**src/rtl/draw_pkg.sv**
```systemverilog
// draw_pkg: shared screen defaults, draw modes and FSM encoding for the rectangle drawers
package draw_pkg;
  localparam int DEF_SCREEN_W = 160;
  localparam int DEF_SCREEN_H = 120;
  localparam logic MODE_FILL = 1'b0;
  localparam logic MODE_OUTLINE = 1'b1;
  typedef enum logic [1:0] {IDLE, RUN, DONE} state_t;
endpackage

```
**src/rtl/rect_scan_counter.sv**
```systemverilog
// rect_scan_counter: row-major cx/cy scan over a w x h box with advance enable and border/last flags
module rect_scan_counter #(
  parameter int SIZE_W = 5
) (
  input  logic              clk,
  input  logic              reset,
  input  logic              clr,
  input  logic              adv,
  input  logic [SIZE_W-1:0] w,
  input  logic [SIZE_W-1:0] h,
  output logic [SIZE_W-1:0] cx,
  output logic [SIZE_W-1:0] cy,
  output logic              row_end,
  output logic              last,
  output logic              border
);
  localparam logic [SIZE_W-1:0] ONE = {{(SIZE_W-1){1'b0}}, 1'b1};
  logic col_last;
  always_comb begin
    row_end = cx == w - ONE;
    col_last = cy == h - ONE;
    last = row_end && col_last;
    border = cx == '0 || row_end || cy == '0 || col_last;
  end
  always_ff @(posedge clk) begin
    if (reset || clr) begin
      cx <= '0;
      cy <= '0;
    end else if (adv) begin
      cx <= row_end ? '0 : cx + ONE;
      cy <= row_end ? cy + ONE : cy;
    end
  end
endmodule

```
**src/rtl/draw_rect_engine.sv**
```systemverilog
// draw_rect_engine: rectangle rasteriser with start/busy/done, backpressure, fill/outline and clipping
module draw_rect_engine
  import draw_pkg::*;
#(
  parameter int X_W = 8,
  parameter int Y_W = 7,
  parameter int SIZE_W = 5,
  parameter int COLOR_W = 3,
  parameter int SCREEN_W = DEF_SCREEN_W,
  parameter int SCREEN_H = DEF_SCREEN_H
) (
  input  logic               clk,
  input  logic               reset,
  input  logic               start,
  input  logic [X_W-1:0]     x_in,
  input  logic [Y_W-1:0]     y_in,
  input  logic [SIZE_W-1:0]  width,
  input  logic [SIZE_W-1:0]  height,
  input  logic [COLOR_W-1:0] c_in,
  input  logic               mode,
  input  logic               plot_ready,
  output logic [X_W-1:0]     x_out,
  output logic [Y_W-1:0]     y_out,
  output logic [COLOR_W-1:0] c_out,
  output logic               plot,
  output logic               busy,
  output logic               done
);
  localparam logic [X_W:0] XLIM = (X_W+1)'(SCREEN_W);
  localparam logic [Y_W:0] YLIM = (Y_W+1)'(SCREEN_H);
  localparam logic [X_W:0] X1 = {{X_W{1'b0}}, 1'b1};
  localparam logic [Y_W:0] Y1 = {{Y_W{1'b0}}, 1'b1};
  state_t state;
  logic [X_W:0] xs;
  logic [Y_W:0] ys;
  logic [X_W-1:0] x0;
  logic [Y_W-1:0] y0;
  logic [SIZE_W-1:0] rect_w, rect_h, cx, cy;
  logic md, row_end, last, border, vis, adv, load;
  // xs/ys carry the extra sum bit so a wrapped coordinate is seen as off-screen
  assign x_out = xs[X_W-1:0];
  assign y_out = ys[Y_W-1:0];
  always_comb begin
    vis = xs < XLIM && ys < YLIM;
    plot = state == RUN && vis && (md == MODE_FILL || border);
    adv = state == RUN && (!plot || plot_ready);
    load = state == IDLE && start && width != '0 && height != '0;
  end
  rect_scan_counter #(.SIZE_W(SIZE_W)) scan (
    .clk(clk),
    .reset(reset),
    .clr(load),
    .adv(adv),
    .w(rect_w),
    .h(rect_h),
    .cx(cx),
    .cy(cy),
    .row_end(row_end),
    .last(last),
    .border(border)
  );
  always_ff @(posedge clk) begin
    if (reset) begin
      state <= IDLE;
      xs <= '0;
      ys <= '0;
      c_out <= '0;
      x0 <= '0;
      y0 <= '0;
      rect_w <= '0;
      rect_h <= '0;
      md <= MODE_FILL;
      busy <= 1'b0;
      done <= 1'b0;
    end else begin
      case (state)
        IDLE: begin
          if (start) begin
            state <= load ? RUN : DONE;
            busy <= 1'b1;
            done <= !load;
          end
          if (load) begin
            x0 <= x_in;
            y0 <= y_in;
            rect_w <= width;
            rect_h <= height;
            md <= mode;
            c_out <= c_in;
            xs <= {1'b0, x_in};
            ys <= {1'b0, y_in};
          end
        end
        RUN: begin
          if (adv && last) begin
            state <= DONE;
            done <= 1'b1;
          end else if (adv) begin
            xs <= row_end ? {1'b0, x0} : {1'b0, x0} + (X_W+1)'(cx) + X1;
            ys <= row_end ? {1'b0, y0} + (Y_W+1)'(cy) + Y1 : ys;
          end
        end
        default: begin
          state <= IDLE;
          busy <= 1'b0;
          done <= 1'b0;
        end
      endcase
    end
  end
endmodule
```
**config.mk**
```make
export PLATFORM = sky130hd
export DESIGN_NAME = draw_rect_engine
export DESIGN_NICKNAME = d
export VERILOG_FILES = /design/src/rtl/draw_pkg.sv /design/src/rtl/rect_scan_counter.sv /design/src/rtl/draw_rect_engine.sv
export SDC_FILE = /design/constraint.sdc
export NUM_CORES = 1
export LEC_CHECK = 0
export CELL_PAD_IN_SITES_DETAIL_PLACEMENT = 0
export CELL_PAD_IN_SITES_GLOBAL_PLACEMENT = 1
export CORE_UTILIZATION = 40
export DETAILED_ROUTE_END_ITERATION = 12
export GPL_TIMING_DRIVEN = 0
export PLACE_DENSITY_LB_ADDON = 0.1
export RECOVER_POWER = 25
export SETUP_SLACK_MARGIN = 0.2
export SLEW_MARGIN = 5
export SYNTH_ARGS = -nofsm -noshare
export SYNTH_HDL_FRONTEND = slang
export SYNTH_SLANG_ARGS = --single-unit
export TNS_END_PERCENT = 50
```
**constraint.sdc**
```tcl
create_clock -name clk -period 6.3 [get_ports clk]
set_clock_uncertainty 0.15 [all_clocks]
set_input_delay 1.89 -clock clk [delete_from_list [all_inputs] [get_ports clk]]
set_output_delay 1.89 -clock clk [all_outputs]
set_load 0.02 [all_outputs]
```
==> impl_results.html <==
<table>
<tr><th>Metric</th><th>Value</th></tr>
<tr><th colspan="2">Synthesis</th></tr>
<tr><td>Syn Area/Cell</td><td>7.993 um2</td></tr>
<tr><td>Synth Flop Type</td><td>sky130_fd_sc_hd__dfxtp_1</td></tr>
<tr><td>Ys Warns</td><td>0</td></tr>
<tr><td>Syn Nets</td><td>roughly 480</td></tr>
<tr><td>Post-Synthesis Cells</td><td>433</td></tr>
<tr><td>Total of flip-flops plus latches after synthesis</td><td>just under 60</td></tr>
<tr><td>Sequential cell area fraction in the yosys report</td><td>34.13%</td></tr>
<tr><td>Post-synth cell types</td><td>60</td></tr>
<tr><td>Total standard cell area after synthesis</td><td>0.003461 mm2</td></tr>
<tr><td>Share of synthesized flip-flops with an asynchronous set or reset</td><td>0%</td></tr>
<tr><td>Number of enable-type register cells in the synthesized netlist</td><td>0</td></tr>
<tr><th colspan="2">Detailed routing</th></tr>
<tr><td>Total number of vias</td><td>between 3k and 4k</td></tr>
<tr><td>Count of routing violations after the opening detailed-route iteration</td><td>around 140</td></tr>
<tr><td>Average detailed-routed wire length per instance</td><td>15.10 um</td></tr>
<tr><td>Number of detailed-routing iterations run before antenna repair</td><td>4</td></tr>
<tr><td>Avg Vias per Cell</td><td>5.127</td></tr>
<tr><td>Post-detailed-route DRC marker count</td><td>0</td></tr>
<tr><td>Total wire length</td><td>approximately 9000 um</td></tr>
<tr><td>Number of routed nets with antenna violations</td><td>0</td></tr>
<tr><th colspan="2">Clock network</th></tr>
<tr><td>Clock sink count</td><td>59</td></tr>
<tr><td>Total setup buffers inserted after CTS</td><td>0</td></tr>
<tr><td>Post-CTS Hold Buffers</td><td>0</td></tr>
<tr><td>Number of buffers added by the clock tree synthesis step</td><td>9</td></tr>
<tr><td>Latest clock arrival within the worst-skew pair</td><td>0.34 ns</td></tr>
<tr><td>Root Buffer Master</td><td>sky130_fd_sc_hd__clkbuf_8</td></tr>
<tr><td>CTS tree</td><td>done</td></tr>
<tr><td>Clock transition at the register clock pins on the worst setup and hold paths after CTS</td><td>0.07 ns</td></tr>
<tr><td>Resized Gates After CTS</td><td>0</td></tr>
<tr><td>Clock H-tree levels</td><td>3</td></tr>
<tr><td>Max clock buf depth</td><td>2</td></tr>
<tr><th colspan="2">Power</th></tr>
<tr><td>Power per standard cell area</td><td>240.6 mW/mm2</td></tr>
<tr><td>Maximum resistive drop on vdd</td><td>about 0.10 mV</td></tr>
<tr><td>Power Total</td><td>about 1.0 mW</td></tr>
<tr><td>Leakage power figure</td><td>1.726 nW</td></tr>
<tr><th colspan="2">Worst setup path</th></tr>
<tr><td>CP Depth</td><td>10</td></tr>
<tr><td>Crit path max-delay family</td><td>buffers and inverters</td></tr>
<tr><td>Data arrival at the endpoint of the critical path</td><td>3.48 ns</td></tr>
<tr><td>Highest-delay cell along the critical path</td><td>sky130_fd_sc_hd__clkdlybuf4s50_1</td></tr>
<tr><td>Start-to-end type of the worst setup path</td><td>flop to output pin</td></tr>
<tr><td>Required time of the critical path</td><td>between 4 and 5 ns</td></tr>
<tr><td>Buffers &amp; Inverters on Critical Path</td><td>4</td></tr>
<tr><td>Critical Path, Cell by Cell</td><td>inv_1, ha_1, nor2b_1, or3_1, a311oi_2, buf_6, buf_2, nor2_1, nor3_1, clkdlybuf4s50_1</td></tr>
<tr><td>CP Max Fanout</td><td>10</td></tr>
<tr><td>Nature of the critical path startpoint</td><td>flop</td></tr>
<tr><td>Critical path endpoint category</td><td>output pin</td></tr>
<tr><td>Number of cells on the worst reg-to-reg path</td><td>10</td></tr>
<tr><td>Delay contributed by the slowest stage of the critical path</td><td>0.67 ns</td></tr>
<tr><th colspan="2">Timing</th></tr>
<tr><td>Final worst-path cycle share</td><td>87.61%</td></tr>
<tr><td>Final setup fails</td><td>0</td></tr>
<tr><td>Final Hold Vio Count</td><td>0</td></tr>
<tr><td>Worst-case setup margin in the final layout</td><td>a little under 0.8 ns</td></tr>
<tr><td>Number of slew-limit violations in the final report</td><td>0</td></tr>
<tr><td>Unrepaired setup endpoints after global routing</td><td>false</td></tr>
<tr><td>Clock period minus final worst setup slack</td><td>5.519 ns</td></tr>
<tr><td>Setup Total Neg Slack</td><td>0 ns</td></tr>
<tr><td>Rel. slew slack</td><td>between 50 and 60%</td></tr>
<tr><td>Peak clock frequency supported by timing</td><td>between 150 and 200 MHz</td></tr>
<tr><td>Transition time of the tightest slew-check pin</td><td>approximately 0.63 ns</td></tr>
<tr><th colspan="2">Die</th></tr>
<tr><td>Chip width</td><td>about 95 um</td></tr>
<tr><td>Die footprint</td><td>around 0.009 mm2</td></tr>
<tr><td>I/O pin total</td><td>54</td></tr>
<tr><td>FP Rows</td><td>33</td></tr>
<tr><td>Core area</td><td>about 0.0083 mm2</td></tr>
<tr><td>Height of the die</td><td>between 90 and 100 um</td></tr>
<tr><td>Effective utilization at floorplan</td><td>approximately two fifths</td></tr>
<tr><th colspan="2">GRT</th></tr>
<tr><td>Total congestion overflow after global routing</td><td>0</td></tr>
<tr><td>Global-route wire length before repair</td><td>15250 um</td></tr>
<tr><td>Number of global-route vias before repair</td><td>just over 3k</td></tr>
<tr><td>Antenna violations before repair</td><td>0</td></tr>
<tr><td>Maximum number of pins on one net before global-route repair</td><td>11</td></tr>
<tr><td>Overall track demand over capacity in global routing</td><td>approximately 22%</td></tr>
<tr><th colspan="2">Placed design</th></tr>
<tr><td>Dpl ws</td><td>between 1 and 1.5 ns</td></tr>
<tr><td>Last weighted congestion value of the routability-driven placer</td><td>0.8217</td></tr>
<tr><td>IO buf count</td><td>52</td></tr>
<tr><td>Post-detailed-placement cell area</td><td>0.004113 mm2</td></tr>
<tr><td>Dpl hpwl</td><td>6796 um</td></tr>
<tr><th colspan="2">Layout</th></tr>
<tr><td>Post-Route Utilization</td><td>52.12%</td></tr>
<tr><td>Area growth, synth to finish</td><td>24.98%</td></tr>
<tr><td>Number of antenna repair diodes</td><td>0</td></tr>
<tr><td>Area of all placed cells without fillers</td><td>~0.0043 mm2</td></tr>
<tr><td>Ratio of cells with drive above 1 in the final layout</td><td>approximately 9%</td></tr>
<tr><td>Post-layout net count</td><td>roughly 550</td></tr>
<tr><th colspan="2">Hold path</th></tr>
<tr><td>Worst min-delay path class</td><td>flop to flop</td></tr>
<tr><td>Cell depth of the worst hold path</td><td>2</td></tr>
<tr><th colspan="2">Outcome</th></tr>
<tr><td>Outcome</td><td>finished clean</td></tr>
<tr><th colspan="2">Flow run</th></tr>
<tr><td>Number of max-cap violations</td><td>0</td></tr>
</table>
==> per-stage QoR <==
| step | cells | hold slack [ns] |
|---|---|---|
| after global routing | 606 | 0.3306 |
| final | 606 | 0.3019 |
| after floorplan | 433 | 0.2847 |
| after detailed placement | 590 | 0.2996 |
| after global placement | 590 | 0.2923 |
| after CTS | 606 | 0.3092 |
==> registers in the layout, summed over array words and instances, names as in the netlist <==
signal	flops
xs	9
x0	8
ys	8
y0	7
rect_h	5
rect_w	5
scan.cx	5
scan.cy	5
c_out	3
busy	1
done	1
md	1
state	1
==> layer usage <==
layer	track usage, %	wire (um)	up-vias
met4	6.313	84	0
met3	5.024	386	9
met1	29.68	4433	1424
met5	0	0	-
li1	-	-	1621
met2	36.51	4245	53
==> cells in the final DEF (no fill, tap or decap), drive strengths merged, types with 2 or more instances in the layout <==
master | Yosys | routed
nand2 | 78 | 78
dfxtp | 59 | 59
a21oi | 44 | 44
clkdlybuf4s50 | 0 | 39
nor2 | 32 | 32
clkbuf | 16 | 29
buf | 20 | 19
xnor2 | 17 | 17
ha | 16 | 16
o21ai | 16 | 16
nor3 | 14 | 14
inv | 13 | 13
dlygate4sd3 | 0 | 13
nor2b | 9 | 9
mux2i | 9 | 9
xor2 | 8 | 8
nand3 | 7 | 7
o211ai | 6 | 6
nand2b | 5 | 5
nand4 | 5 | 5
a21o | 5 | 5
o31ai | 5 | 5
a31oi | 4 | 4
or3 | 3 | 3
a22oi | 3 | 3
a311oi | 3 | 3
nor3b | 3 | 3
clkinv | 1 | 3
and3b | 2 | 2
o41ai | 2 | 2
a211o | 2 | 2
a211oi | 2 | 2
a2111o | 2 | 2
fa | 2 | 2
and2 | 2 | 2
==> final timing paths <==
path / start / endpoint / slack [ns]
worst min register to register: c_out[0] / c_out[0] / 0.30
worst max-delay path: rect_w[0] / plot / 0.78
worst max register to register: rect_h[0] / ys[4] / 3.19
worst min-delay path: c_out[0] / c_out[0] / 0.30
==> tightest hold or removal path, delay by kind of cell (launching register included) <==
kind | cells | cell delay (ns)
AO/OA/AOI/OAI | 1 | 0.05
flip-flops | 1 | 0.31
AND/OR/NAND/NOR | 1 | 0.05
==> report_power, final <==
| group | internal [mW] | switching (mW) | leakage, nW | total [mW] |
|---|---|---|---|---|
| sequential | 0.402 | 0.0220 | 0.483 | 0.424 |
| combinational | 0.112 | 0.134 | 1.13 | 0.246 |
| clock | 0.214 | 0.157 | 0.108 | 0.371 |
| total | 0.728 | 0.313 | 1.73 | 1.04 |
==> synthesized netlist by cell type, drive strengths merged (2+ instances only) <==
cell / n / area, um2
dfxtp: 59 / 1181
nand2: 78 / 292.8
xor2: 8 / 70.07
nand3: 7 / 35.03
nor3b: 3 / 33.78
a311oi: 3 / 38.79
fa: 2 / 40.04
xnor2: 17 / 148.9
mux2i: 9 / 90.09
or3: 3 / 18.77
a22oi: 3 / 22.52
ha: 16 / 200.2
buf: 20 / 142.6
nor3: 14 / 80.08
a211oi: 2 / 15.01
nand2b: 5 / 31.28
a31oi: 4 / 25.02
o31ai: 5 / 37.54
o21ai: 16 / 80.07
nor2b: 9 / 56.30
clkbuf: 16 / 60.06
nor2: 32 / 122.6
o211ai: 6 / 45.04
a21o: 5 / 37.54
o41ai: 2 / 17.52
and3b: 2 / 17.52
a2111o: 2 / 22.52
inv: 13 / 48.80
and2: 2 / 12.51
nand4: 5 / 31.28
a211o: 2 / 17.52
a21oi: 44 / 224.0
==> kinds of logic after synthesis <==
group                      after synthesis  share of synthesized area [%]
buffers and inverters                   50                          7.375
xor gates and xnor gates                25                          6.327
AOI/OAI and AO/OA                      103                          19.13
and+or+nand+nor                        168                          23.17
DFF                                     59                          34.13
adders and majority gates               18                          6.941
muxes                                   10                          2.928
==> cell type report <==
class / instances / area [um2]
Fill cell: 822 / 3974
Multi-Input combinational cell: 324 / 2024
Sequential cell: 59 / 1181
Timing Repair Buffer: 52 / 520.5
Buffer: 36 / 202.7
Clock buffer: 12 / 165.2
Tap cell: 105 / 131.4
Inverter: 14 / 52.55
Clock inverter: 4 / 47.55
(Power assumes the default switching activity.)
